--- config.mk ---
export PLATFORM = sky130hd
export DESIGN_NAME = mac_accum
export DESIGN_NICKNAME = d
export VERILOG_FILES = /design/src/rtl/mac_pkg.sv /design/src/rtl/mac_ext_add.sv /design/src/rtl/mac_accum.sv
export SDC_FILE = /design/constraint.sdc
export NUM_CORES = 1
export LEC_CHECK = 0
export CORE_UTILIZATION = 58
export CTS_CLUSTER_SIZE = 14
export DETAILED_ROUTE_END_ITERATION = 7
export GPL_TIMING_DRIVEN = 1
export PLACE_DENSITY = 0.88
export SYNTH_ARGS = -nofsm -noshare
export SYNTH_HDL_FRONTEND = slang
export SYNTH_SLANG_ARGS = --single-unit
--- constraint.sdc ---
create_clock -name i_clk -period 5.6 [get_ports i_clk]
set_input_delay 1.12 -clock i_clk [delete_from_list [all_inputs] [get_ports i_clk]]
set_output_delay 1.12 -clock i_clk [all_outputs]
set_load 0.05 [all_outputs]
--- src/rtl/mac_pkg.sv ---
// mac_pkg: shared types and constants for the MAC accumulation stage.
//   state_t    : FSM state encoding (IDLE, ACCUM, DONE)
//   ACC_W_DEF  : default accumulator / result width
//   CNT_W_DEF  : default term-count width
//   PROD_W     : width of the product delivered by the multiplier stage
package mac_pkg;

  typedef enum logic [1:0] {
    ST_IDLE  = 2'd0,
    ST_ACCUM = 2'd1,
    ST_DONE  = 2'd2
  } state_t;

  localparam int ACC_W_DEF = 80;
  localparam int CNT_W_DEF = 16;
  localparam int PROD_W    = 64;

endpackage

--- src/rtl/mac_ext_add.sv ---
// mac_ext_add: extends a 64-bit product to ACC_W bits, signed or unsigned,
// adds it to the accumulator modulo 2^ACC_W, and flags signed overflow.
//   i_acc     : current accumulator value
//   i_product : product from the multiplier stage
//   i_sign    : 1 = sign-extend i_product, 0 = zero-extend
//   o_sum     : i_acc + ext(i_product), wrapped to ACC_W bits
//   o_ovf     : operands share a sign bit and the sum's sign bit differs
module mac_ext_add
  import mac_pkg::*;
#(
  parameter int ACC_W = ACC_W_DEF
) (
  input  logic [ACC_W-1:0]  i_acc,
  input  logic [PROD_W-1:0] i_product,
  input  logic              i_sign,
  output logic [ACC_W-1:0]  o_sum,
  output logic              o_ovf
);

  logic             w_fill;
  logic [ACC_W-1:0] w_ext;

  assign w_fill = i_sign & i_product[PROD_W-1];
  assign w_ext  = {{(ACC_W-PROD_W){w_fill}}, i_product};
  assign o_sum  = i_acc + w_ext;
  assign o_ovf  = (i_acc[ACC_W-1] == w_ext[ACC_W-1]) &&
                  (o_sum[ACC_W-1] != i_acc[ACC_W-1]);

endmodule

--- src/rtl/mac_accum.sv ---
// mac_accum: sums a programmed number of 64-bit products into a wide
// two's-complement accumulator and presents the result under valid/ready.
//   i_clk, i_rstn : clock, async active-low reset
//   i_start/i_len : job start pulse and term count (sampled in IDLE only)
//   i_prod_vld/i_prod_sign/i_product, o_prod_rdy : product stream
//   o_acc_vld/i_acc_rdy, o_acc, o_ovf : result handshake, sum, sticky overflow
//   o_busy : state is not IDLE
//
// state    | meaning
// ---------+-----------------------------------------------------------
// ST_IDLE  | waiting for i_start; o_acc still shows the previous result
// ST_ACCUM | accepting products, r_rem counts the terms still owed
// ST_DONE  | result valid and frozen until i_acc_rdy
module mac_accum
  import mac_pkg::*;
#(
  parameter int ACC_W = ACC_W_DEF,
  parameter int CNT_W = CNT_W_DEF
) (
  input  logic              i_clk,
  input  logic              i_rstn,
  input  logic              i_start,
  input  logic [CNT_W-1:0]  i_len,
  input  logic              i_prod_vld,
  input  logic              i_prod_sign,
  input  logic [PROD_W-1:0] i_product,
  output logic              o_prod_rdy,
  output logic              o_acc_vld,
  input  logic              i_acc_rdy,
  output logic [ACC_W-1:0]  o_acc,
  output logic              o_ovf,
  output logic              o_busy
);

  state_t           r_state;
  state_t           w_state_nxt;
  logic [ACC_W-1:0] r_acc;
  logic             r_ovf;
  logic [CNT_W-1:0] r_rem;

  logic             w_accept;
  logic             w_load;
  logic             w_prod_rdy;
  logic             w_acc_vld;
  logic [ACC_W-1:0] w_sum;
  logic             w_sum_ovf;

  mac_ext_add #(.ACC_W(ACC_W)) u_ext_add (
    .i_acc     (r_acc),
    .i_product (i_product),
    .i_sign    (i_prod_sign),
    .o_sum     (w_sum),
    .o_ovf     (w_sum_ovf)
  );

  always_ff @(posedge i_clk or negedge i_rstn) begin
    if (!i_rstn) r_state <= ST_IDLE;
    else         r_state <= w_state_nxt;
  end

  always_comb begin
    w_state_nxt = r_state;
    w_prod_rdy  = 1'b0;
    w_acc_vld   = 1'b0;
    w_accept    = 1'b0;
    w_load      = 1'b0;
    case (r_state)
      ST_IDLE: begin
        if (i_start) begin
          w_load      = 1'b1;
          w_state_nxt = (i_len != '0) ? ST_ACCUM : ST_DONE;
        end
      end
      ST_ACCUM: begin
        w_prod_rdy = 1'b1;
        if (i_prod_vld) begin
          w_accept = 1'b1;
          if (r_rem == CNT_W'(1)) w_state_nxt = ST_DONE;
        end
      end
      ST_DONE: begin
        w_acc_vld = 1'b1;
        if (i_acc_rdy) w_state_nxt = ST_IDLE;
      end
      default: w_state_nxt = ST_IDLE;
    endcase
  end

  // Start clears the sum so a zero-length job reports 0; otherwise the
  // last result stays visible through IDLE.
  always_ff @(posedge i_clk or negedge i_rstn) begin
    if (!i_rstn) begin
      r_acc <= '0;
      r_ovf <= 1'b0;
      r_rem <= '0;
    end else if (w_load) begin
      r_acc <= '0;
      r_ovf <= 1'b0;
      r_rem <= i_len;
    end else if (w_accept) begin
      r_acc <= w_sum;
      r_ovf <= r_ovf | w_sum_ovf;
      r_rem <= r_rem - CNT_W'(1);
    end
  end

  assign o_prod_rdy = w_prod_rdy;
  assign o_acc_vld  = w_acc_vld;
  assign o_acc      = r_acc;
  assign o_ovf      = r_ovf;
  assign o_busy     = (r_state != ST_IDLE);

endmodule
# Word level (Yosys, flattened, before mapping)
# Cells that the tools add are included.
[word_totals] ff_bits=99 in_bits=86 out_inout_bits=84 elab_cells=41
[classes] addsub=2 eq_ne=9 n_mux=18 bitwise=2 reduce_logical=6
[ops] cell="$mux W80" n=2
[ops] cell="$add A80 B80 Y80" n=1
[ops] cell="$mux W16" n=2
[ops] cell="$eq A16 B1 Y1 const B" n=1
[ops] cell="$reduce_bool A16 Y1" n=1
[ops] cell="$sub A16 B1 Y16 const B" n=1
[ops] cell="$mux W2" n=5
[ops] cell="$mux W1" n=8
[ops] cell="$ne A2 B2 Y1 const B" n=4
[ops] cell="$pmux W2 S3" n=1
[ops] cell="$reduce_and A4 Y1" n=1
[ops] cell="$reduce_bool A2 Y1" n=2
[ops] cell="$eq A2 B1 Y1 const B" n=1
[ops] cell="$eq A2 B2 Y1 const B" n=1
[ops] cell="$logic_not A2 Y1" n=1
[ops] cell="$and A1 B1 Y1" n=1
[ops] cell="$eq A1 B1 Y1" n=1
[ops] cell="$logic_and A1 B1 Y1" n=1
[ops] cell="$ne A1 B1 Y1" n=1
[ops] cell="$or A1 B1 Y1" n=1

# Longest topological paths before layout
[logic_depth] word_depth=7 mapped_depth=14 ltp_nobuf=14

# Modules after synthesis
# A second synthesis with hierarchy kept.
[unflattened] hier_cells=996 hier_area_um2=8710.9
[modules_own_cells] module="mac_ext_add" instances=1 cells_each=692 area_per_inst_um2=4757.1 seq_area_each_um2=0.0
[modules_own_cells] module="mac_accum" instances=1 cells_each=304 area_per_inst_um2=3953.8 seq_area_each_um2=2477.4

# Worst setup path before layout
# No wires, ideal clock.
[synth_timing] kind="in2reg" from="in i_product[63]" to="reg r_acc[79] (netlist: o_acc[79])" setup_time_ps=121 arrival_time_ps=3780 required_ps=5479 setup_slack_ps=1699 cell_stages=13 path_buffers=0 cell_sequence="nand2_1 -> inv_1 -> ha_1 -> and3_1 -> and2_2 -> and2_2 -> a221oi_1 -> a31oi_1 -> a41oi_2 -> o21ai_2 -> xnor2_2 -> o21ai_1 -> a22o_1"
[synth_via] elab_chain_len=4
[synth_rtl] element="from (decl)" line_no="mac_accum.sv:26" rtl="input logic [PROD_W-1:0] i_product,"
[synth_rtl] element="$and A1 B1 Y1" line_no="mac_ext_add.sv:23" rtl="assign w_fill = i_sign & i_product[PROD_W-1];"
[synth_rtl] element="$add A80 B80 Y80 *" line_no="mac_ext_add.sv:25" rtl="assign o_sum = i_acc + w_ext;"
[synth_rtl] element="$mux W80 *" line_no="mac_accum.sv:100" rtl="end else if (w_accept) begin"
[synth_rtl] element="$mux W80 *" line_no="mac_accum.sv:96" rtl="end else if (w_load) begin"
[synth_rtl] element="to (signal assigned)" line_no="mac_accum.sv:101" rtl="r_acc <= w_sum;"
[synth_rtl] element="to (decl)" line_no="mac_accum.sv:37" rtl="logic [ACC_W-1:0] r_acc;"
# Mark *: on every way between the ends. The rest lies on a longest branch, timed or not. The select of a mux whose other input is x is not followed.
# A chain may end at the register's enable or synchronous reset.

# Worst setup path in the final report
# Ends and elaborated chain as after synthesis.

==> impl_results.md <==
* Slowest-stage cell, CP: clkdlybuf4s50_1
* DRT Wirelength at 24.44 mm
* Largest net degree at the start of global routing at 91
* Synth unique cells at around 80
* FFs w/ async S/R, synth at 100.0%
* Post-Syn Area at slightly below 9000 sq um
* Required time worst endpoint at 5.84 ns
* Post-layout min period at 4.530 ns
* Via count at 8799
* Hold violation count in the final report at 0
* Max incr delay on CP at 0.49 ns
* Die area at roughly 16000 sq um
* Setup TNS at 0 ns
* CP startpoint kind: input port
* Core Area at 14590 sq um
* Post-DP Area at about 10000 sq um
* Crit-path max FO at 16
* Multi-input gate area in the final layout at 5932 sq um
* Pleak at 4.746 nW
* Hold WS at a little over 0.5 ns
* Mapped Cells at 1086
* Syn_area_per_cell at 8.042 sq um
* Sink Count at 99
* First-pass iteration count of the detailed router at 5
* Final ANT Viol Nets at 0
* Yosys warns at 0
* N_diodes at 0
* Drt drc at 0
* Worst-Margin Slew at slightly above 0.9 ns
* Area Growth Syn to Fin at 22.99%
* Final cell count without fillers at 1403
* # port buffers at 169
* DRT iter0 DRCs at 859
* Crit end category: flop
* Worst-Skew Late Latency at around 0.36 ns
* Setup Skew at 0.007313 ns
* Overall Power at 5.876 mW
* I/O pin count at between 150 and 200
* Fin area at 10740 sq um
* Post-DR vias/cell at 6.272
* Final setup fails at 0
* Gp weighted congestion at 0.9360
* Postcts setup bufs at 0
* Register area share after synthesis at 28.37%
* Total power density per cell area at approximately 550 nW/um^2
* Kind of critical path: in2reg
* CTS resizes at 0
* Hold-fix buffers, CTS at 0
* Initial antenna violation count at 0
* Final Max Slew Viols at 0
* WL/cell at 17.42 um
* RSZ-0062 raised after global routing: no
* Fin crit share at between 80 and 90%
* Max transition margin at between 30% and 40%
* CTS tree: yes
* Storage cell area at 2477 sq um
* Max-cap violations at 0
* Number of global-route vias before repair at about 8400
* CTS clk-pin slew, worst paths at 0.07 ns
* Overflow after GRT at 0
* Layout cells sized above 1 at 3.610%
* Commonest cells after routing, fill and taps aside: nand2_1, clkdlybuf4s50_1, o21ai_0
* Die Y at 124.7 um
* Clock Path Buffers at 2
* Cell count after placement at between 1000 and 1500
* Most common cell after layout, fill and taps aside: nand2_1
* Max frequency at 220.8 MHz
* GR Util All Layers at 31.41%
* H-tree depth at 3
* Root Buffer: clkbuf_16
* Post-synth EDFFs at 0
* Min-Delay Path Class: reg2reg
* Nets at roughly 1400
* Die width at 124.7 um
* Most used cell, CP: and2_2
* #FFs+latches synth at a little under 100
* Status: finished clean
* CTS Buf Count at 9
* Filler cells at 1101
* Crit path cell chain: clkdlybuf4s50_1 -> nand2_1 -> inv_1 -> ha_1 -> and3_1 -> and2_2 -> and2_2 -> a221oi_1 -> a31oi_1 -> a41oi_2 -> o21ai_2 -> xnor2_2 -> o21ai_1 -> a22o_1
* Post-detail-place hpwl at 18.42 mm
* Global-route wire length before repair at 40.30 mm
* Worst EP arrival at 4.77 ns
* Synth Net Count at 1254
* Row count at 44
* Dominant synthesized flop cell: dfrtp_1
* Starting density of the core at 59.86%
* Max rail drop VDD at between 0.3 and 0.4 mV
## registers in the layout, summed over array words and instances, names as in the netlist
name / flops
o_acc: 80
r_rem: 16
o_ovf: 1
r_state: 2
## layer usage
layer / track usage (%) / wire length (um) / up-vias
li1: - / - / 4224
met1: 41.43 / 10780 / 4156
met5: 0 / 0 / -
met4: 11.76 / 613 / 0
met2: 52.36 / 11630 / 369
met3: 4.124 / 1418 / 50
## kinds of logic after synthesis
family | count (synthesis) | share of synthesized area [%]
buffers and inverters | 75 | 3.854
AO/OA/AOI/OAI | 397 | 29.18
AND/OR/NAND/NOR | 355 | 18.83
XOR/XNOR | 76 | 7.708
flip-flops | 99 | 28.37
adder cells (fa/ha/maj) | 82 | 11.83
multiplexers | 2 | 0.2292
## final cells by class
class / instances / share of cell area (%)
multi-input cells: 912 / 55.22
flip-flops and latches: 99 / 23.06
repair buffers: 171 / 15.98
clock buffers: 11 / 2.353
well taps: 184 / 2.143
inverters: 22 / 0.7688
clock inverters: 4 / 0.4659
## critical path: cells and delay by family
| kind | cells | cell delay (ns) |
|---|---|---|
| buffers and inverters | 2 | 0.93 |
| XOR/XNOR | 1 | 0.17 |
| AO/OA/AOI/OAI | 6 | 1.36 |
| adder cells (fa/ha/maj) | 1 | 0.40 |
| AND/OR/NAND/NOR | 4 | 0.78 |
## power by group
| part | switching [mW] | leakage, nW | total (mW) | internal [mW] |
|---|---|---|---|---|
| registers | 0.256 | 1.28 | 1.25 | 0.990 |
| clock network | 0.285 | 0.144 | 0.652 | 0.368 |
| logic | 2.53 | 3.32 | 3.98 | 1.44 |
| total | 3.08 | 4.75 | 5.88 | 2.80 |
## cells in the mapped netlist, drive strengths merged, types with 22 or more instances
cell type    n  share of area, %
o21ai      131               7.6
inv         22              0.95
dfrtp       99                28
nor2        59               2.5
ha          81                12
a21o        42               3.6
nand4       28               2.1
a21oi      106               6.2
nand3       22               1.3
xnor2       38               3.9
clkbuf      38               1.6
xor2        38               3.8
nand2      173               7.5
## through the flow
step / setup WS, ns / util (%)
after detailed placement: 0.7472 / 71.55
after global placement: 0.8744 / 71.55
after floorplan: 1.699 / -
after global routing: 0.8489 / 73.63
final: 1.070 / 73.63
after CTS: 1.107 / 73.63
## worst paths after layout
kind	startpoint	endpoint	slack, ns	depth (start not counted)
max	i_product[63]	o_acc[79]	1.07	14
min	o_acc[29]	o_acc[29]	0.52	2
max reg2reg	o_acc[0]	o_acc[72]	1.92	13
min reg2reg	o_acc[29]	o_acc[29]	0.52	2
max in group asynchronous	i_rstn	o_acc[25]	3.68	2
min in group asynchronous	i_rstn	o_acc[58]	0.77	1
No activity file was read; power rests on OpenSTA's default activity.
